===== config.mk =====
export PLATFORM = sky130hd
export DESIGN_NAME = adc_spi_reader
export DESIGN_NICKNAME = d
export VERILOG_FILES = /design/src/rtl/adc_pkg.sv /design/src/rtl/adc_sclk_gen.sv /design/src/rtl/adc_spi_reader.sv
export SDC_FILE = /design/constraint.sdc
export NUM_CORES = 1
export LEC_CHECK = 0
export ABC_AREA = 1
export BUFFER_PORTS_ARGS = -buffer_cell sky130_fd_sc_hd__buf_2
export CAP_MARGIN = 20
export CORE_UTILIZATION = 63
export CTS_BUF_LIST = sky130_fd_sc_hd__clkbuf_8
export CTS_CLUSTER_DIAMETER = 80
export DETAILED_ROUTE_END_ITERATION = 7
export PLACE_DENSITY = 0.82
export SETUP_SLACK_MARGIN = 0.1
export SKIP_CTS_REPAIR_TIMING = 1
export SYNTH_ARGS = -nofsm -noshare
export SYNTH_HDL_FRONTEND = slang
export SYNTH_SLANG_ARGS = --single-unit
export TNS_END_PERCENT = 20

===== constraint.sdc =====
create_clock -name clk -period 2 [get_ports clk]
set_clock_uncertainty 0.15 [all_clocks]
set_input_delay 0.1 -clock clk [delete_from_list [all_inputs] [get_ports clk]]
set_output_delay 0.1 -clock clk [all_outputs]
set_load 0.02 [all_outputs]

===== src/rtl/adc_pkg.sv =====
// Shared types and MCP3202 framing constants for the ADC SPI reader.
package adc_pkg;

    typedef enum logic [2:0] {
        IDLE,
        CS_SETUP,
        SHIFT,
        CS_HOLD,
        WAIT
    } state_t;

    localparam int         ADC_BITS    = 12;
    localparam logic [4:0] FRAME_SCLKS = 5'd17;
    localparam logic [4:0] NULL_SCLK   = 5'd5;

    localparam logic CMD_START = 1'b1;
    localparam logic CMD_SGL   = 1'b1;
    localparam logic CMD_MSBF  = 1'b1;

    // DIN value driven during SCLK period idx (1-based); zero after the command.
    function automatic logic cmd_bit(input logic [4:0] idx, input logic odd);
        case (idx)
            5'd1:    return CMD_START;
            5'd2:    return CMD_SGL;
            5'd3:    return odd;
            5'd4:    return CMD_MSBF;
            default: return 1'b0;
        endcase
    endfunction

endpackage


===== src/rtl/adc_sclk_gen.sv =====
// SCLK half-period timer: tick marks the last clk of each half-period,
// rise/fall flag the clk on which adc_sclk toggles.
module adc_sclk_gen #(
    parameter int CLK_DIV = 25
) (
    input  logic clk,
    input  logic rst_n,
    input  logic en,
    input  logic sclk_en,
    output logic sclk,
    output logic tick,
    output logic rise,
    output logic fall
);

    localparam int CW = $clog2(CLK_DIV);

    logic [CW-1:0] cnt;

    assign tick = en && (cnt == CW'(CLK_DIV - 1));
    assign rise = sclk_en && tick && !sclk;
    assign fall = sclk_en && tick && sclk;

    always_ff @(posedge clk or negedge rst_n) begin
        if (!rst_n) begin
            cnt  <= '0;
            sclk <= 1'b0;
        end else begin
            if (!en || tick) cnt <= '0;
            else             cnt <= cnt + 1'b1;

            if (!sclk_en)  sclk <= 1'b0;
            else if (tick) sclk <= ~sclk;
        end
    end

endmodule


===== src/rtl/adc_spi_reader.sv =====
// Periodic MCP3202 single-ended conversion reader (SPI mode 0,0).
// Frame: CS setup, 17 SCLK periods, CS hold; result published on CS release.
module adc_spi_reader
    import adc_pkg::*;
#(
    parameter int CLK_DIV       = 25,
    parameter int SAMPLE_PERIOD = 50000,
    parameter int CHANNEL       = 0
) (
    input  logic                clk,
    input  logic                rst_n,
    output logic                adc_cs_n,
    output logic                adc_sclk,
    output logic                adc_mosi,
    input  logic                adc_miso,
    output logic [ADC_BITS-1:0] adc_data,
    output logic                data_valid,
    output logic                busy
);

    localparam int   TW  = $clog2(SAMPLE_PERIOD + 1);
    localparam int   WW  = $clog2(2 * CLK_DIV);
    localparam logic ODD = (CHANNEL != 0);

    state_t              state, state_nxt;
    logic [4:0]          bit_idx;
    logic [WW-1:0]       wait_cnt;
    logic [TW-1:0]       timer;
    logic [ADC_BITS-1:0] shreg;

    logic tick, rise, fall;
    logic gen_en, sclk_en;
    logic cs_n_nxt, mosi_nxt;
    logic start, load, shift_in, idx_load, idx_inc;
    logic timer_exp, wait_done;

    // Count-down timer: zero means a new frame may start, so reset leaves it expired.
    assign timer_exp = (timer == '0);
    // WAIT plus the single IDLE cycle give exactly 2*CLK_DIV clks of CS high.
    assign wait_done = (wait_cnt == WW'(2 * CLK_DIV - 2));
    assign busy      = ~adc_cs_n;

    adc_sclk_gen #(.CLK_DIV(CLK_DIV)) u_sclk_gen (
        .clk     (clk),
        .rst_n   (rst_n),
        .en      (gen_en),
        .sclk_en (sclk_en),
        .sclk    (adc_sclk),
        .tick    (tick),
        .rise    (rise),
        .fall    (fall)
    );

    always_ff @(posedge clk or negedge rst_n) begin
        if (!rst_n) state <= IDLE;
        else        state <= state_nxt;
    end

    always_comb begin
        state_nxt = state;
        case (state)
            IDLE:     if (timer_exp)                       state_nxt = CS_SETUP;
            CS_SETUP: if (tick)                            state_nxt = SHIFT;
            SHIFT:    if (fall && bit_idx == FRAME_SCLKS)  state_nxt = CS_HOLD;
            CS_HOLD:  if (tick)                            state_nxt = WAIT;
            WAIT:     if (wait_done)                       state_nxt = IDLE;
            default:                                       state_nxt = IDLE;
        endcase
    end

    always_comb begin
        gen_en   = (state == CS_SETUP) || (state == SHIFT) || (state == CS_HOLD);
        sclk_en  = (state == SHIFT);
        cs_n_nxt = adc_cs_n;
        mosi_nxt = adc_mosi;
        start    = 1'b0;
        load     = 1'b0;
        shift_in = 1'b0;
        idx_load = 1'b0;
        idx_inc  = 1'b0;
        case (state)
            IDLE: if (timer_exp) begin
                start    = 1'b1;
                cs_n_nxt = 1'b0;
                mosi_nxt = CMD_START;
            end
            CS_SETUP: if (tick) begin
                idx_load = 1'b1;
                mosi_nxt = cmd_bit(5'd1, ODD);
            end
            SHIFT: begin
                shift_in = rise && (bit_idx > NULL_SCLK);
                if (fall) begin
                    idx_inc  = 1'b1;
                    mosi_nxt = cmd_bit(bit_idx + 5'd1, ODD);
                end
            end
            CS_HOLD: if (tick) begin
                cs_n_nxt = 1'b1;
                load     = 1'b1;
            end
            default: ;
        endcase
    end

    always_ff @(posedge clk or negedge rst_n) begin
        if (!rst_n) begin
            adc_cs_n   <= 1'b1;
            adc_mosi   <= 1'b0;
            adc_data   <= '0;
            data_valid <= 1'b0;
            shreg      <= '0;
            timer      <= '0;
            wait_cnt   <= '0;
            bit_idx    <= '0;
        end else begin
            adc_cs_n   <= cs_n_nxt;
            adc_mosi   <= mosi_nxt;
            data_valid <= load;
            if (load)     adc_data <= shreg;
            if (shift_in) shreg    <= {shreg[ADC_BITS-2:0], adc_miso};

            if (start)               timer <= TW'(SAMPLE_PERIOD - 1);
            else if (!timer_exp)     timer <= timer - 1'b1;

            if (state != WAIT) wait_cnt <= '0;
            else               wait_cnt <= wait_cnt + 1'b1;

            if (idx_load)     bit_idx <= 5'd1;
            else if (idx_inc) bit_idx <= bit_idx + 5'd1;
        end
    end

endmodule

==> results of run 1 <==
[sequential cells by signal (all words and copies together), names as in the netlist]
name             flops
adc_cs_n             1
adc_data            12
adc_mosi             1
bit_idx              5
data_valid           1
shreg               12
state                3
timer               16
u_sclk_gen.cnt       5
u_sclk_gen.sclk      1
wait_cnt             6
[through the flow]
stage / utilization (%) / setup WS, ns
after CTS: 76.1 / 0.136
after global placement: 71.1 / 0.264
final: 76.8 / 0.200
after global routing: 76.8 / 0.0518
after floorplan: - / 0.337
after detailed placement: 71.1 / 0.162
[power by group through the flow]
stage	clock network (mW)	registers (mW)	logic, mW
6_report	1.35	1.27	0.0351
4_1_cts	1.36	1.27	0.0341
3_3_place_gp	0	1.30	0.0341
2_1_floorplan	0	1.30	0.00185
3_5_place_dp	0	1.30	0.0342
5_1_grt	1.41	1.27	0.0418
[layer usage]
metal	track usage, %	up-vias
li1	-	1290
met1	32.3	1196
met2	40.8	53
met3	5.28	17
met4	13.6	0
met5	0	-
[cell usage in the layout (no fill, tap or decap), drive strengths merged]
cell type | synthesis | routed
a21oi | 9 | 9
a31oi | 1 | 1
buf | 4 | 22
bufinv | 0 | 3
clkbuf | 0 | 9
clkinv | 0 | 2
clkinvlp | 0 | 1
dfrtp | 62 | 62
dfstp | 1 | 1
dlygate4sd3 | 0 | 2
ha | 8 | 8
inv | 66 | 67
nand2 | 98 | 98
nand3 | 31 | 31
nand4 | 5 | 5
nor2 | 52 | 52
nor3 | 5 | 5
nor3b | 1 | 1
o21ai | 37 | 37
o21bai | 2 | 2
o22ai | 1 | 1
or2 | 2 | 2
xnor2 | 3 | 3
xor2 | 4 | 4
[cell usage after synthesis (2+ instances only)]
library cell	n	area share, %
nand2_1	93	11
inv_1	63	7.2
dfrtp_1	62	47
nor2_1	43	4.9
nand3_1	30	4.5
o21ai_2	22	5.8
o21ai_0	10	1.5
ha_1	8	3.0
a21oi_1	7	1.1
nor2_2	6	1.1
o21ai_1	5	0.76
buf_6	4	1.4
nand4_1	4	0.76
xor2_1	4	1.1
nand2_4	3	1.0
nor3_1	3	0.45
xnor2_1	3	0.80
inv_2	2	0.23
nand2_2	2	0.38
nor2_4	2	0.68
o21bai_1	2	0.45
[cell families after synthesis]
| family | count (synthesis) | synth area share [%] |
|---|---|---|
| AOI/OAI and AO/OA | 50 | 11.0 |
| and+or+nand+nor | 194 | 27.4 |
| xor gates and xnor gates | 7 | 1.86 |
| buffers and inverters | 70 | 8.95 |
| adders and majority gates | 8 | 3.03 |
| DFF | 63 | 47.8 |
[final timing paths]
check                      slack (ns)                 endpoint  cells past startpoint
min                              0.15    timer[13]$_DFFE_PN0P_                      3
min reg2reg                      0.33  adc_data[7]$_DFFE_PN0P_                      2
max                              0.20   bit_idx[2]$_DFFE_PN0P_                      7
min in group clk                 0.33  adc_data[7]$_DFFE_PN0P_                      2
max in group asynchronous        1.25     adc_cs_n$_DFFE_PN1P_                      3
max reg2reg                      0.20   bit_idx[2]$_DFFE_PN0P_                      7
[cell type report]
cell class | count | area [µm²]
multi-input combinational | 259 | 1440
tap | 67 | 83.8
timing repair buffer | 24 | 150
fill | 355 | 1130
sequential | 63 | 1580
clock buffer | 9 | 124
clock inverter | 7 | 120
inverter | 66 | 250
[tightest hold or removal path, delay by kind of cell]
family	cells	cell delay, ns
buffers and inverters	3	0.92
==> results.md, run 1 <==
- Max VDD drop: between 0.7 and 0.8 mV
- Combinational share of power: under 10%
- Final WL: 6390 µm
- Pwr per Cell Area: 709 mW/mm²
- Ports: 20
- Crit-path cells: inv_1 -> ha_1 -> nand4_4 -> nor3_2 -> inv_2 -> nand2_2 -> o21ai_0
- Worst-Skew Late Latency: around 0.34 ns
- CP Capture Type: register
- DRT antenna net count: 0
- Die Wd: 74.4 µm
- Post-synth EDFFs: 0
- Mapped Area: 0.00330 mm²
- Leak: 1.89 nW
- Placed insts: 477
- FF+latch count, synth: between 60 and 70
- Total power: 2.66 mW
- Wire length per cell: 12.9 µm
- CP Launch Type: register
- Seq/Total Area, Yosys: 47.8%
- Vias/cell: 5.16
- Chip height: approximately 74 µm
- Vias: 2556
- GRT Total Usage: around a quarter
- Clock Tree Root: clkbuf_8
- Unique masters post-synth: 35
- Standard-cell rows: 25
- P&R area growth vs syn: 13.6%
- # setup viols final: 0
- Setup TNS Final: 0 ns
- Crit-path max FO: 6
- # port buffers: 19
- Die area: 0.00553 mm²
- Post-Synthesis Cells: roughly 400
- DPL Wire Length: about 4300 µm
- DP Area: about 0.0035 mm²
- Metal-1 WL: 2950 µm
- Worst slew margin: 71.4%
- Net Sw Frac: roughly a fifth
- Met3 WL: approximately 220 µm
- Initial DRC Count: between 100 and 150
- Max stage delay on crit path: 0.41 ns
- Flop pwr share: 48.0%
- Share of layout cells above drive strength 1: 20.8%
- Residual DRC count: 0
- Primary FF master, synth: dfrtp_1
- Final hold slack: between 0.1 and 0.15 ns
- Antenna violations before repair: 0
- Status: finished, final reports clean
- Initial core utilization: 67.6%
- NetSw: ~540 µW
- Hold Violations, Final: 0
- H-tree depth: 3
- Max Cap Viol: 0
- RSZ-0062 raised after global routing: yes
- Met2 wire len: 3050 µm
- CTS Buf Count: 9
- Critical path origin: u_sclk_gen.cnt[0]$_DFF_PN0_
- Mean post-synth cell area: 8.42 µm²
- Max Buffers Root-to-Sink: 2
- Period utilization: around nine tenths
- Syn_nets: 403
- First-pass GRT wire length: between 10000 and 15000 µm
- Final GP Congestion: between 0.8 and 0.9
- Int Pwr: 2.11 mW
- Slew Viols, Final: 0
- Setup CP Type: register to register
- Global route overflow: 0
- CORE AREA: 0.00488 mm²
- Largest net degree at the start of global routing: 64
- Clock sink count: 63
- CP delay by family, top: simple AND/OR/NAND/NOR gates
- Worst-path clk slew: 0.07 ns
- Clk network pwr share: approximately 51%
- Final net count: about 430
- Synth Warn #: 0
- Post-route design area: 0.00375 mm²
- Worst path slowest cell: dfrtp_1
- Vias in the first global route: 2386
- RR Startpoint: u_sclk_gen.cnt[0]$_DFF_PN0_
- Worst Max-Slew Pin Slew: 0.425 ns
- WP data arrival: 1.85 ns
- Critical path buffers and inverters: 2
- DR top layer: met4
- Ys async rst share: 100%
- N_diodes: 0
- Cell Count, Final, Fillers Out: 495
- Crit path time final: 1.80 ns
- F_max: 0.555 GHz
- Number of iterations in the first detailed-routing pass: 5
- Worst hold-check path type: primary input to asynchronous set/reset pin
- Worst EP required: 2.05 ns
- CTS tree: done
No activity file was read; power rests on OpenSTA's default activity.
==> run 2: changes to the inputs <==
--- a/config.mk
+++ b/config.mk
@@ -5,14 +5,14 @@
 export SDC_FILE = /design/constraint.sdc
 export NUM_CORES = 1
 export LEC_CHECK = 0
-export ABC_AREA = 1
+export ABC_AREA = 0
 export BUFFER_PORTS_ARGS = -buffer_cell sky130_fd_sc_hd__buf_2
 export CAP_MARGIN = 20
-export CORE_UTILIZATION = 63
+export CORE_UTILIZATION = 62
 export CTS_BUF_LIST = sky130_fd_sc_hd__clkbuf_8
 export CTS_CLUSTER_DIAMETER = 80
 export DETAILED_ROUTE_END_ITERATION = 7
-export PLACE_DENSITY = 0.82
+export PLACE_DENSITY = 0.81
 export SETUP_SLACK_MARGIN = 0.1
 export SKIP_CTS_REPAIR_TIMING = 1
 export SYNTH_ARGS = -nofsm -noshare
==> run 2 against run 1 <==
  * Count of clock-buffer cells in the layout did not move
  * First-iteration DRC count fell by 37%
  * Register-to-register slack got worse by 0.15 ns
  * Worst hold slack got worse by 0.12 ns
  * Area after synthesis fell by 8.5%
  * Wire length fell by 7.0%
  * Sequential share of layout area rose by 0.68 points
  * Die area fell by 6.8%
  * Sequential power barely moved
  * Core utilization rose by 2.1 points
  * Critical path depth fell by 2
  * Largest cell class unchanged
  * Highest routed layer unchanged
==> results.md, run 2 <==
- Status: finished, final reports clean
- Mapped Area: around 0.0030 mm²
- Final Core Density: roughly four fifths
- Crit-path cells: nor4_4 -> nand2_1 -> or4b_4 -> a21oi_2 -> a2bb2oi_2
- Antenna violations before repair: 0
- Biggest register: timer
- Vias: 2221
- CORE AREA: 0.00469 mm²
- Pwr per Cell Area: 646 mW/mm²
- Initial core utilization: 64.4%
- M2 GR Usage: roughly two fifths
- CP Launch Type: register
- Worst-path clk slew: 0.07 ns
- DPL Wire Length: 4120 µm
- Final GP Congestion: 0.846
- Crit path time final: 1.95 ns
- First-pass GRT wire length: 9890 µm
- # port buffers: 19
- H-tree depth: 3
- Ys async rst share: 100%
- Max Buffers Root-to-Sink: 2
- Leading cell type in the layout, fill and taps excluded: dfrtp_1
- Residual DRC count: 0
- Area leader, netlist: dfrtp_1
- Number of iterations in the first detailed-routing pass: 5
- CP Capture Type: register
- WP data arrival: ~2.1 ns
- Ports: 20
- CTS tree: done
- Primary FF master, synth: dfrtp_1
- Vias in the first global route: approximately 2200
- Final net count: 349
- Post-synth top area share: 51.3%
- Leak: 1.78 nW
- Initial DRC Count: 91
- Die area: approximately 0.0052 mm²
- GRT Total Usage: between 20% and 30%
- DRT antenna net count: 0
- CTS Buf Count: 9
- Vias/cell: roughly 5.6
- Max VDD drop: 0.697 mV
- Worst Max-Slew Pin Slew: 0.654 ns
- GR Util met3: under 10%
- Standard-cell rows: 25
- Worst slew margin: a little under three fifths
- Top Registers: timer (16), adc_data (12), shreg (12)
- Share of layout cells above drive strength 1: 31.2%
- Unique masters post-synth: 50
- Slew Viols, Final: 0
- Most frequent cells in the layout: dfrtp_1 (58), nand2_1 (47), nor2_1 (32)
- Worst path slowest cell: or4b_4
- Setup CP Type: register to register
- Hold Violations, Final: 0
- Max stage delay on crit path: 0.58 ns
- P&R area growth vs syn: 22.5%
- Die Wd: 71.8 µm
- N_diodes: 0
- Syn_nets: 299
- Clock sink count: 63
- Worst hold-check path type: primary input to asynchronous set/reset pin
- Synth Warn #: 0
- Global route overflow: 0
- Post-synth top cells: dfrtp_1 (62), nand2_1 (49), nor2_1 (33)
- Most common cell in the netlist: dfrtp_1
- Max Cap Viol: 0
- Crit-path max FO: 5
- Final WL: 5940 µm
- Worst-Skew Late Latency: about 0.34 ns
- Seq/Total Area, Yosys: a little over half
- Post-synth EDFFs: 0
- Mean post-synth cell area: 10.5 µm²
- Max reg flops: 16
- Largest net degree at the start of global routing: 37
- Final hold slack: 0.0292 ns
- Top post-synthesis cells by area: dfrtp_1 (51%), nand2_1 (6.1%), mux2_2 (4.5%)
- Post-Synthesis Cells: around 290
- Worst EP required: ~2.1 ns
- FF+latch count, synth: 63
- Period utilization: 97.4%
- Busiest grt layer: met2
- Clock Tree Root: clkbuf_8
- Chip height: between 70 and 80 µm
- F_max: 0.513 GHz
- Wire length per cell: 15.0 µm
- # setup viols final: 0
- RSZ-0062 raised after global routing: yes
- GR Layer Usage met1: 32.9%
-- run 2: power breakdown --
group          switching [mW]  total, mW  internal (mW)  leakage [nW]
clock                   0.508       1.08          0.576        0.0992
sequential                  0       1.27           1.27         0.791
combinational          0.0256     0.0347        0.00915         0.887
-- run 2: per-layer routing --
metal / up-vias / wire (µm)
met5: - / 0
met4: 0 / 93
met3: 10 / 191
met2: 43 / 3070
met1: 1096 / 2580
li1: 1072 / -
-- run 2: final timing paths --
check                                          start                   end  slack [ns]  cells after the start
worst max-delay path            timer[2]$_DFFE_PN0P_  adc_mosi$_DFFE_PN0P_        0.05                      5
worst min-delay path                           rst_n  timer[5]$_DFFE_PN0P_        0.03                      2
worst max register to register  timer[2]$_DFFE_PN0P_  adc_mosi$_DFFE_PN0P_        0.05                      5
worst min register to register  adc_cs_n$_DFFE_PN1P_  adc_cs_n$_DFFE_PN1P_        0.33                      2
max in group asynchronous                      rst_n  adc_cs_n$_DFFE_PN1P_        1.12                      3
min in group clk                adc_cs_n$_DFFE_PN1P_  adc_cs_n$_DFFE_PN1P_        0.33                      2
-- run 2: worst max-delay path: cells and delay by family, from the launching register on --
family / cells / cell delay (ns)
AO/OA/AOI/OAI: 2 / 0.28
AND/OR/NAND/NOR: 3 / 1.01
flip-flops: 1 / 0.44
-- run 2: cell type report --
type | count | area, µm²
well taps | 54 | 67.6
multi-input cells | 201 | 1440
repair buffers | 50 | 358
inverters | 13 | 51.3
flip-flops and latches | 63 | 1580
clock inverters | 7 | 73.8
clock buffers | 9 | 124
fillers | 301 | 991
-- run 2: cells by family after synthesis --
| kind of cell | share of synthesized area (%) |
|---|---|
| AO/OA/AOI/OAI | 6.96 |
| XOR/XNOR | 6.38 |
| adder cells (fa/ha/maj) | 3.31 |
| buffers and inverters | 4.31 |
| flip-flops | 52.2 |
| multiplexers | 5.80 |
| AND/OR/NAND/NOR | 21.0 |
-- run 2: metrics by stage --
| step | instance area (µm²) | total power [mW] | setup WS, ns | setup TNS [ns] | instances |
|---|---|---|---|---|---|
| CTS | 3540 | 2.41 | 0.0583 | 0 | 390 |
| finish | 3700 | 2.39 | 0.0520 | 0 | 397 |
| detailed placement | 3350 | 1.33 | 0.0762 | 0 | 374 |
| floorplan | 3070 | 1.30 | 0.0376 | 0 | 288 |
| global route | 3700 | 2.47 | -0.0184 | -0.0575 | 397 |
| global placement | 3350 | 1.33 | 0.103 | 0 | 374 |
==> run 3: changes to the inputs <==
--- a/config.mk
+++ b/config.mk
@@ -8,11 +8,11 @@
 export ABC_AREA = 0
 export BUFFER_PORTS_ARGS = -buffer_cell sky130_fd_sc_hd__buf_2
 export CAP_MARGIN = 20
-export CORE_UTILIZATION = 62
+export CORE_UTILIZATION = 55
 export CTS_BUF_LIST = sky130_fd_sc_hd__clkbuf_8
 export CTS_CLUSTER_DIAMETER = 80
 export DETAILED_ROUTE_END_ITERATION = 7
-export PLACE_DENSITY = 0.81
+export PLACE_DENSITY = 0.73
 export SETUP_SLACK_MARGIN = 0.1
 export SKIP_CTS_REPAIR_TIMING = 1
 export SYNTH_ARGS = -nofsm -noshare
==> run 3 against run 2 <==
  * Sequential share of layout area down 0.12 points
  * Non-clock buffer count down 1
  * Die area up 12%
  * Via count down 1.5%
  * Final area up 0.27%
  * Worst setup slack better by 0.018 ns
  * Highest routed layer unchanged
  * Final cell count up 3.5%
  * Combinational power down 4%
  * Worst hold slack better by 0.068 ns
  * Clock power about the same
  * Largest power group unchanged
  * Critical path depth up 1
  * Core utilization down 7.6 points
==> results.md, run 3 (synthesis results as in run 2) <==
- Status: finished, final reports clean
- N_diodes: 0
- Crit-path cells: ha_1 -> a211oi_2 -> o311ai_1 -> nor2_2 -> clkbuf_16 -> mux2_4
- Final hold slack: 0.0977 ns
- Clock sink count: 63
- Total power: ~2.4 mW
- GRT Total Usage: 22.6%
- Leak: between 1.5 and 2 nW
- CORE AREA: 0.00520 mm²
- WP data arrival: 2.00 ns
- Final GP Congestion: 0.810
- Max Buffers Root-to-Sink: 2
- Worst-path clk slew: 0.07 ns
- CTS tree: done
- Int Pwr: 1.88 mW
- Residual DRC count: 0
- Filler cells: 388
- Worst hold-check path type: primary input to asynchronous set/reset pin
- Die Wd: 76.1 µm
- Clk network pwr share: between 40% and 50%
- RSZ-0062 raised after global routing: yes
- Max VDD drop: roughly 0.48 mV
- Worst-Skew Late Latency: 0.34 ns
- Reg2reg setup slack: 0.07 ns
- Number of iterations in the first detailed-routing pass: 5
- Antenna violations before repair: 0
- Final net count: 348
- # setup viols final: 0
- Initial core utilization: 58.1%
- Worst path slowest cell: dfrtp_1
- Global route overflow: 0
- CP Capture Type: register
- Largest net degree at the start of global routing: 45
- Pwr per Cell Area: 647 mW/mm²
- Vias: 2188
- Register area: 0.00158 mm²
- Most frequent cells in the layout: dfrtp_1 (58), nand2_1 (47), nor2_1 (31)
- DPL Wire Length: 3940 µm
- Combinational share of power: approximately 1.4%
- Vias in the first global route: 2245
- CP delay by family, top: flip-flops
- Die area: around 0.0058 mm²
- First-pass GRT wire length: between 10000 and 15000 µm
- H-tree depth: 3
- Worst slew margin: just under 60%
- Clock Tree Root: clkbuf_8
- NetSw: approximately 520 µW
- CTS Buf Count: 9
- Ports: 20
- Max reg flops: 16
- F_max: 0.518 GHz
- Setup TNS Final: 0 ns
- Placed insts: ~390
- # port buffers: 19
- Biggest register: timer
- Crit path time final: a little under 2 ns
- Area of the multi-input gates: 0.00143 mm²
- Worst EP required: approximately 2.1 ns
- Critical path buffers and inverters: 1
- Setup CP Type: register to register
- Post-route design area: around 0.0037 mm²
- Flop pwr share: 53.0%
- Cell Count, Final, Fillers Out: 411
- Wire length per cell: 14.3 µm
- CP Launch Type: register
- Chip height: 76.1 µm
- DRT antenna net count: 0
- Period utilization: 96.5%
- Hold Violations, Final: 0
- Final WL: 5900 µm
- Vias/cell: 5.32
- Max Cap Viol: 0
- P&R area growth vs syn: 22.8%
- Worst Max-Slew Pin Slew: 0.609 ns
- Net Sw Frac: 21.6%
- Crit-path max FO: 6
- DP Area: 0.00336 mm²
- Slew Viols, Final: 0
- Top Registers: timer (16), adc_data (12), shreg (12)
- Leading cell type in the layout, fill and taps excluded: dfrtp_1
- Max stage delay on crit path: 0.41 ns
- Standard-cell rows: 26
- Initial DRC Count: 44
- Share of layout cells above drive strength 1: 31.1%
[run 3: layout make-up]
type                    instances  area share [%]
multi-input cells             201            38.4
clock inverters                 5            1.58
clock buffers                  10            3.71
repair buffers                 49            9.91
inverters                      13            1.38
well taps                      70            2.36
flip-flops and latches         63            42.7
[run 3: worst register-to-register path: cells and delay by family (launching register included)]
family | cells | cell delay, ns
AO/OA/AOI/OAI | 2 | 0.28
adder cells (fa/ha/maj) | 1 | 0.23
buffers and inverters | 1 | 0.21
flip-flops | 1 | 0.41
multiplexers | 1 | 0.30
AND/OR/NAND/NOR | 1 | 0.23
[run 3: worst paths after layout]
path	startpoint	endpoint	cells past startpoint
max in group asynchronous	rst_n	timer[7]$_DFFE_PN0P_	3
setup / recovery	bit_idx[0]$_DFFE_PN0P_	shreg[5]$_DFFE_PN0P_	6
setup reg to reg	bit_idx[0]$_DFFE_PN0P_	shreg[5]$_DFFE_PN0P_	6
hold / removal	rst_n	timer[4]$_DFFE_PN0P_	2
hold reg to reg	adc_data[7]$_DFFE_PN0P_	adc_data[7]$_DFFE_PN0P_	2
min in group clk	adc_data[7]$_DFFE_PN0P_	adc_data[7]$_DFFE_PN0P_	2
[run 3: per-stage QoR]
| step | setup WS (ns) | utilization [%] |
|---|---|---|
| after CTS | -0.00790 | 68.3 |
| after detailed placement | 0.0300 | 64.5 |
| after global placement | 0.0324 | 64.5 |
| after global routing | -0.0284 | 71.3 |
| after floorplan | 0.0376 | - |
| final | 0.0700 | 71.3 |
[run 3: per-layer routing]
| metal | GRT usage [%] | part of all wire, % |
|---|---|---|
| met1 | 27.0 | 45 |
| met2 | 38.8 | 50 |
| met3 | 4.67 | 2.3 |
| met4 | 11.3 | 2.0 |
| met5 | 0 | 0 |
[run 3: power groups by stage]
stage	logic [mW]	registers, mW	clock network, mW
after floorplan	0.0000172	1.30	0
after global placement	0.0321	1.30	0
after detailed placement	0.0326	1.30	0
after CTS	0.0325	1.27	1.11
after global routing	0.0396	1.27	1.17
final	0.0332	1.27	1.10
